File: src/rtl/seq_detect_rr_sched.sv
// seq_detect_rr_sched: round-robin shared pattern matcher over NCH serial bit streams
module seq_detect_rr_sched #(
  parameter int NCH = 4,
  parameter int PW = 4,
  parameter logic [PW-1:0] DEF_PATTERN = 4'b0110,
  parameter int CW = $clog2(NCH)
) (
  input  logic           clk,
  input  logic           rst_n,
  input  logic           en_i,
  input  logic           cfg_we_i,
  input  logic [PW-1:0]  cfg_pattern_i,
  input  logic [NCH-1:0] ch_valid_i,
  input  logic [NCH-1:0] ch_data_i,
  output logic [NCH-1:0] ch_ready_o,
  output logic           match_o,
  output logic [CW-1:0]  match_ch_o,
  output logic [15:0]    match_cnt_o
);
  localparam int FW = $clog2(PW);
  localparam logic [FW-1:0] FILL_MAX = FW'(PW - 1);
  logic [CW-1:0]            ptr_q, ptr_d;
  logic [PW-1:0]            pattern_q, pattern_d;
  logic [NCH-1:0][PW-1:0]   hist_q, hist_d;
  logic [NCH-1:0][FW-1:0]   fill_q, fill_d;
  logic                     match_q, match_d;
  logic [CW-1:0]            match_ch_q, match_ch_d;
  logic [15:0]              match_cnt_q, match_cnt_d;
  logic                     gnt_found;
  logic [CW-1:0]            gnt_idx;
  logic [CW-1:0]            scan_idx;
  logic [PW-1:0]            window;
  logic                     hit;
  // Search for the first valid channel after the pointer, wrapping; grants are suppressed by en or config
  always_comb begin
    gnt_found = 1'b0;
    gnt_idx = '0;
    scan_idx = '0;
    for (int i = 1; i <= NCH; i++) begin
      scan_idx = CW'((int'(ptr_q) + i) % NCH);
      if (!gnt_found && ch_valid_i[scan_idx]) begin
        gnt_found = 1'b1;
        gnt_idx = scan_idx;
      end
    end
    if (!en_i || cfg_we_i) gnt_found = 1'b0;
  end
  // One-hot ready for the granted channel and the match check on its shifted-in window
  always_comb begin
    ch_ready_o = '0;
    if (gnt_found) ch_ready_o[gnt_idx] = 1'b1;
    window = {hist_q[gnt_idx][PW-2:0], ch_data_i[gnt_idx]};
    hit = gnt_found && (fill_q[gnt_idx] == FILL_MAX) && (window == pattern_q);
  end
  // Next state: config clears everything and wins over a grant; otherwise update the granted channel
  always_comb begin
    ptr_d = ptr_q;
    pattern_d = pattern_q;
    hist_d = hist_q;
    fill_d = fill_q;
    match_d = 1'b0;
    match_ch_d = match_ch_q;
    match_cnt_d = match_cnt_q;
    if (cfg_we_i) begin
      pattern_d = cfg_pattern_i;
      hist_d = '0;
      fill_d = '0;
      match_cnt_d = '0;
    end else if (gnt_found) begin
      ptr_d = gnt_idx;
      hist_d[gnt_idx] = window;
      fill_d[gnt_idx] = (fill_q[gnt_idx] == FILL_MAX) ? FILL_MAX : fill_q[gnt_idx] + FW'(1);
      if (hit) begin
        match_d = 1'b1;
        match_ch_d = gnt_idx;
        match_cnt_d = (match_cnt_q == 16'hFFFF) ? match_cnt_q : match_cnt_q + 16'd1;
      end
    end
  end
  // State registers with asynchronous reset; pointer starts at NCH-1 so channel 0 is served first
  always_ff @(posedge clk or negedge rst_n) begin
    if (!rst_n) begin
      ptr_q <= CW'(NCH - 1);
      pattern_q <= DEF_PATTERN;
      hist_q <= '0;
      fill_q <= '0;
      match_q <= 1'b0;
      match_ch_q <= '0;
      match_cnt_q <= '0;
    end else begin
      ptr_q <= ptr_d;
      pattern_q <= pattern_d;
      hist_q <= hist_d;
      fill_q <= fill_d;
      match_q <= match_d;
      match_ch_q <= match_ch_d;
      match_cnt_q <= match_cnt_d;
    end
  end
  assign match_o = match_q;
  assign match_ch_o = match_ch_q;
  assign match_cnt_o = match_cnt_q;
endmodule

File: config.mk
export PLATFORM = sky130hd
export DESIGN_NAME = seq_detect_rr_sched
export DESIGN_NICKNAME = d
export VERILOG_FILES = /design/src/rtl/seq_detect_rr_sched.sv
export SDC_FILE = /design/constraint.sdc
export NUM_CORES = 1
export LEC_CHECK = 0
export ABC_CLOCK_PERIOD_IN_PS = 3370
export CAP_MARGIN = 20
export CORE_UTILIZATION = 40
export CTS_BUF_LIST = sky130_fd_sc_hd__clkbuf_4 sky130_fd_sc_hd__clkbuf_8 sky130_fd_sc_hd__clkbuf_16
export DETAILED_ROUTE_END_ITERATION = 8
export PLACE_DENSITY_LB_ADDON = 0.12
export SETUP_SLACK_MARGIN = 0.05
export SYNTH_ARGS = -nofsm -noshare
export SYNTH_HDL_FRONTEND = slang
export SYNTH_SLANG_ARGS = --single-unit
File: constraint.sdc
create_clock -name clk -period 3.37 [get_ports clk]
set_input_delay 1.011 -clock clk [delete_from_list [all_inputs] [get_ports clk]]
set_output_delay 1.011 -clock clk [all_outputs]
set_load 0.005 [all_outputs]
### Word level (Yosys, flattened, before mapping)

Cells that the tools add are included.

| storage, ports and cells | value |
|---|---|
| register bits | 49 |
| word-level logic and storage cells | 90 |
| input bits | 16 |
| output and inout port bits | 23 |

| cells by class | value |
|---|---|
| reductions and logical operators | 16 |
| muxes and demuxes | 44 |
| equal/unequal tests | 4 |
| order comparisons | 6 |
| bitwise operators | 1 |
| add/sub/neg operators | 6 |

Operators by type and width:

| operator | count |
|---|---|
| $mux 16 | 6 |
| $add 16x1->16 const B | 1 |
| $bwmux 16 | 1 |
| $eq 16x16->1 const B | 1 |
| $mux 8 | 2 |
| $lt 2x3->1 const B | 5 |
| $mux 1 | 14 |
| $mux 2 | 7 |
| $bmux 1 s2 | 5 |
| $bmux 4 s2 | 1 |
| $bwmux 8 | 1 |
| $demux 4 s2 | 1 |
| $mux 4 | 2 |
| $add 2x1->2 const B | 3 |
| $logic_and 1x1->1 | 6 |
| $reduce_and 3->1 | 2 |
| $add 2x2->2 const B | 2 |
| $bmux 2 s2 | 1 |
| $demux 2 s2 | 1 |
| $eq 4x4->1 | 1 |
| $logic_not 1->1 | 4 |
| $reduce_bool 2->1 | 2 |
| $mux 3 | 1 |
| $demux 1 s2 | 1 |
| 6 further kinds | 6 |

### Logic depth before layout (Yosys ltp)

| depth | value |
|---|---|
| depth in word-level cells | 21 |
| gate-level depth with buffers | 10 |

### Worst setup path after synthesis

Ideal clock, no wire load.

| path | value |
|---|---|
| kind | input-to-reg |
| start | input ch_valid_i[3] |
| end | register match_cnt_q[9], in the netlist match_cnt_o[9] |
| stages on the path | 10 |
| setup time | 0.125 ns |
| path slack | 0.075 ns |
| required time | 3.245 ns |
| arrival | 3.171 ns |
| cell sequence | or2_2 > o21a_1 > buf_2 > and3_1 > o32ai_1 > xor2_1 > o221ai_2 > buf_2 > nor4_1 > mux2_2 |

| on the way | value |
|---|---|
| cells in the longest elaborated chain, start to end | 19 |

RTL lines:

| item | RTL line | text |
|---|---|---|
| start: declaration | 13 | `input logic [NCH-1:0] ch_valid_i,` |
| $bmux 1 s2 | 41 | `if (!gnt_found && ch_valid_i[scan_idx]) begin` |
| $mux 1 (not written as such) | 41 |  |
| $mux 1 | 41 |  |
| $logic_not 1->1 | 41 |  |
| $logic_and 1x1->1 | 41 |  |
| $mux 1 | 41 |  |
| $logic_not 1->1 | 41 |  |
| $logic_and 1x1->1 | 41 |  |
| (+2 left out) | -- |  |
| $logic_and 1x1->1 | 41 |  |
| $mux 2 | 41 |  |
| $bmux 2 s2 | 53 | `hit = gnt_found && (fill_q[gnt_idx] == FILL_MAX) && (window == pattern_q);` |
| $mux 2 (not written as such) | 53 |  |
| $eq 2x2->1 | 53 |  |
| $logic_and 1x1->1 (2 in series) | 53 |  |
| $reduce_bool 2->1 (no line) | -- |  |
| $reduce_and 3->1 (no line) (*) | -- |  |
| end signal: assignment | 97 | `match_cnt_q <= match_cnt_d;` |
| end: declaration | 28 | `logic [15:0] match_cnt_q, match_cnt_d;` |

Every way passes the cells marked *; elsewhere a longest branch is shown, timed or not. The select of a mux whose other input is x is not followed.
A chain may end at the register's enable or synchronous reset.

### Final worst setup path

| path | value |
|---|---|
| start | input ch_valid_i[2] |
| end | register match_cnt_q[2], in the netlist match_cnt_o[2] |

The elaborated chain is that of the path after synthesis.

==> results by group <==
Clock network
  – Number of CTS-inserted buffers: 5
  – Deepest clock path buffer count: 2
  – CTS tree: done
  – CTS Root Cell: clkbuf_8
  – Clock-pin slew on the worst setup and hold paths: ~90 ps
  – Clk sinks: 45
  – Clk_lat worst skew: 300 ps
  – # H-tree levels: 2

Placed design
  – GP Congestion: between 0.7 and 0.8
  – Final HPWL DP: 4.32 mm
  – Placed inst area: about 3200 µm²
  – IO Port Bufs: 38

Floorplanning
  – Row cnt: 28
  – Die area: between 6000 and 7000 µm²
  – Initial Utilization: about 42%
  – Die width: 81.6 µm
  – Std-Cell Core Area: 6030 µm²
  – DIE HEIGHT: 81.6 µm
  – I/O pins: 39

Global route
  – GRT Total Usage: 22.3%
  – Vias in the first global route: 2301
  – First-pass GRT wire length: 11.1 mm
  – Largest net degree at the start of global routing: 46
  – Gr ovfl total: 0
  – Initial antenna violation count: 0

Synthesis
  – Yosys top cell area share: between 40% and 50%
  – Post-synth top area cell: dfrtp_1
  – Cell area after synthesis: 2530 µm²
  – Yosys cell types: 49
  – Count leader, synth: dfrtp_1
  – Synth cell count leaders: dfrtp_1, nand3_1, o21ai_0, nor2_1, mux2_2
  – Post-synth EDFFs: 0
  – Post-synth ARST share: 100%
  – Mapped Nets: ~300
  – Syn avg cell area: 9.07 µm²
  – Seq/Total Area, Yosys: 44.7%
  – Synth Flop Type: dfrtp_1
  – Synth area leaders: dfrtp_1, nand3_1, mux2_2
  – Gate Count Post-Synth: roughly 280
  – Yosys reg bits: 45
  – Synth warnings: 0

Pwr
  – Leak: 1.62 nW
  – Tot Pwr: 1.62 mW
  – VDD IR max: 0.319 mV
  – PwrDens: 431 nW/µm²

Drt
  – Vias: 2390
  – Drt via density: 5.57
  – ANT nets after route: 0
  – Residual DRC: 0
  – Total Routed Length: 6.83 mm
  – 1st-iter DRT viols: 79
  – TritonRoute pass-1 iters: 4
  – WL/cell: 15.9 µm

Timing
  – RSZ-0062 raised after global routing: true
  – Post-route minimum period: 3280 ps
  – Final setup viols: 0
  – Maximum operating frequency: 305 MHz
  – Final hold vios: 0
  – Worst clock skew: between 3 and 4 ps
  – Worst-Margin Slew: between 600 and 700 ps
  – Pins Over Slew Limit: 0
  – Final period utilization: a little over nine tenths
  – Normalized max-slew margin: 54.7%

Layout
  – Final instance area: ~3800 µm²
  – Multi-input gate area: 1570 µm²
  – Fillers: 525
  – Share of cells above drive strength 1: 36.2%
  – P&R area growth vs syn: 48.5%
  – Antenna diodes: 0
  – Register area: 1130 µm²
  – Final #Nets: 370

Setup path
  – CP Capture Point: match_cnt_o[2]
  – Setup crit end kind: flip-flop
  – Crit Path Max Fanout: 13
  – Reg-to-Reg Start: ptr_q[1]
  – Req. time, crit path: roughly 3600 ps
  – R2r worst-path depth: 10
  – Crit path kind: primary input to flip-flop
  – Critical Path AT: 3510 ps
  – Crit start category: primary input
  – R2r endpoint: match_cnt_o[7]
  – Critical path origin: ch_valid_i[2]
  – Reg-to-reg slack, setup: 290 ps

Flow run
  – Max-cap violations: 0

Outcome
  – Status: finished clean

Min path
  – Min-delay worst type: primary input to async pin
==> what timing repair did <==
action                     in CTS  in global routing
cloned                          2                  0
resized for setup              77                 23
pin swaps                      19                 16
hold buffers                    0                  0
setup endpoints to repair      23                 22
buffers inserted               12                  3
==> worst min path at each step <==
stage,to,cells past startpoint
global route,fill_q[7],1
global placement,hist_q[5],2
CTS,hist_q[4],2
floorplan,fill_q[5],2
detailed placement,hist_q[4],2
finish,fill_q[7],1
==> critical path, cell delays in order <==
cell	delay [ps]
clkdlybuf4s15_1	180
or2_4	280
o21a_1	150
buf_6	150
and3_1	200
o32ai_4	250
xor2_1	290
nand3_1	140
buf_6	180
buf_4	140
or4_1	390
a21oi_1	130
==> metal layers <==
metal  vias to the layer above  routed length (µm)  global-route usage, %
met3                        12                 268                   4.44
met4                         0                 109                   7.86
met1                      1160                3290                   31.1
li1                       1155                   -                      -
met5                         -                   0                      0
met2                        63                3160                   34.1
==> sequential cells by signal (all words and copies together), names as in the netlist <==
| name | count |
|---|---|
| fill_q | 8 |
| hist_q | 12 |
| match_ch_o | 2 |
| match_cnt_o | 16 |
| match_o | 1 |
| pattern_q | 4 |
| ptr_q | 2 |
==> report_power, final <==
group | switching (mW) | internal (mW) | leakage [nW]
combinational | 0.292 | 0.286 | 0.964
clock | 0.207 | 0.222 | 0.0543
sequential | 0.0292 | 0.583 | 0.606
total | 0.528 | 1.09 | 1.62
==> logic make-up after synthesis <==
logic type               share of synthesized area, %
AND/OR/NAND/NOR                                  24.0
AO/OA/AOI/OAI                                    17.8
flip-flops                                       44.7
buffers and inverters                            5.34
multiplexers                                     7.02
XOR/XNOR                                        0.692
adder cells (fa/ha/maj)                         0.494
==> per-stage QoR <==
step | hold WS (ps) | TNS (ps) | cells | util (%) | setup WS [ps]
after CTS | 515 | 0 | 425 | 60.4 | 52.1
after global placement | 487 | -10870 | 404 | 52.3 | -631
after global routing | 515 | 0 | 429 | 62.4 | 17.3
final | 515 | 0 | 429 | 62.4 | 92.3
after floorplan | 470 | 0 | 279 | - | 74.8
after detailed placement | 495 | -12920 | 404 | 52.3 | -689
==> layout make-up <==
type                    count  share of cell area [%]
multi-input cells         203                    41.8
flip-flops and latches     45                    30.1
repair buffers             85                    21.3
well taps                  75                    2.50
clock buffers               5                    1.83
inverters                  13                    1.30
clock inverters             3                    1.23
==> layout by cell type, fill, tap and decap left out, types with 3 or more instances in the layout <==
| cell type | netlist | routed |
|---|---|---|
| a21oi_1 | 10 | 7 |
| and3_1 | 9 | 8 |
| buf_2 | 3 | 7 |
| buf_4 | 0 | 36 |
| buf_6 | 2 | 7 |
| clkbuf_8 | 0 | 5 |
| clkdlybuf4s50_1 | 0 | 29 |
| dfrtp_1 | 41 | 41 |
| dfstp_2 | 4 | 4 |
| inv_1 | 13 | 13 |
| mux2_2 | 14 | 14 |
| nand2_1 | 12 | 8 |
| nand2_2 | 0 | 3 |
| nand3_1 | 40 | 35 |
| nand3_2 | 0 | 3 |
| nor2_1 | 15 | 13 |
| nor2b_1 | 9 | 9 |
| nor3_2 | 0 | 7 |
| o21ai_0 | 30 | 26 |
| o21ai_1 | 1 | 3 |
| o31ai_1 | 5 | 4 |
| o32ai_4 | 0 | 3 |
| or2_4 | 0 | 3 |
| or3_1 | 3 | 3 |
| or4_1 | 5 | 5 |
No activity file was read; power rests on OpenSTA's default activity.
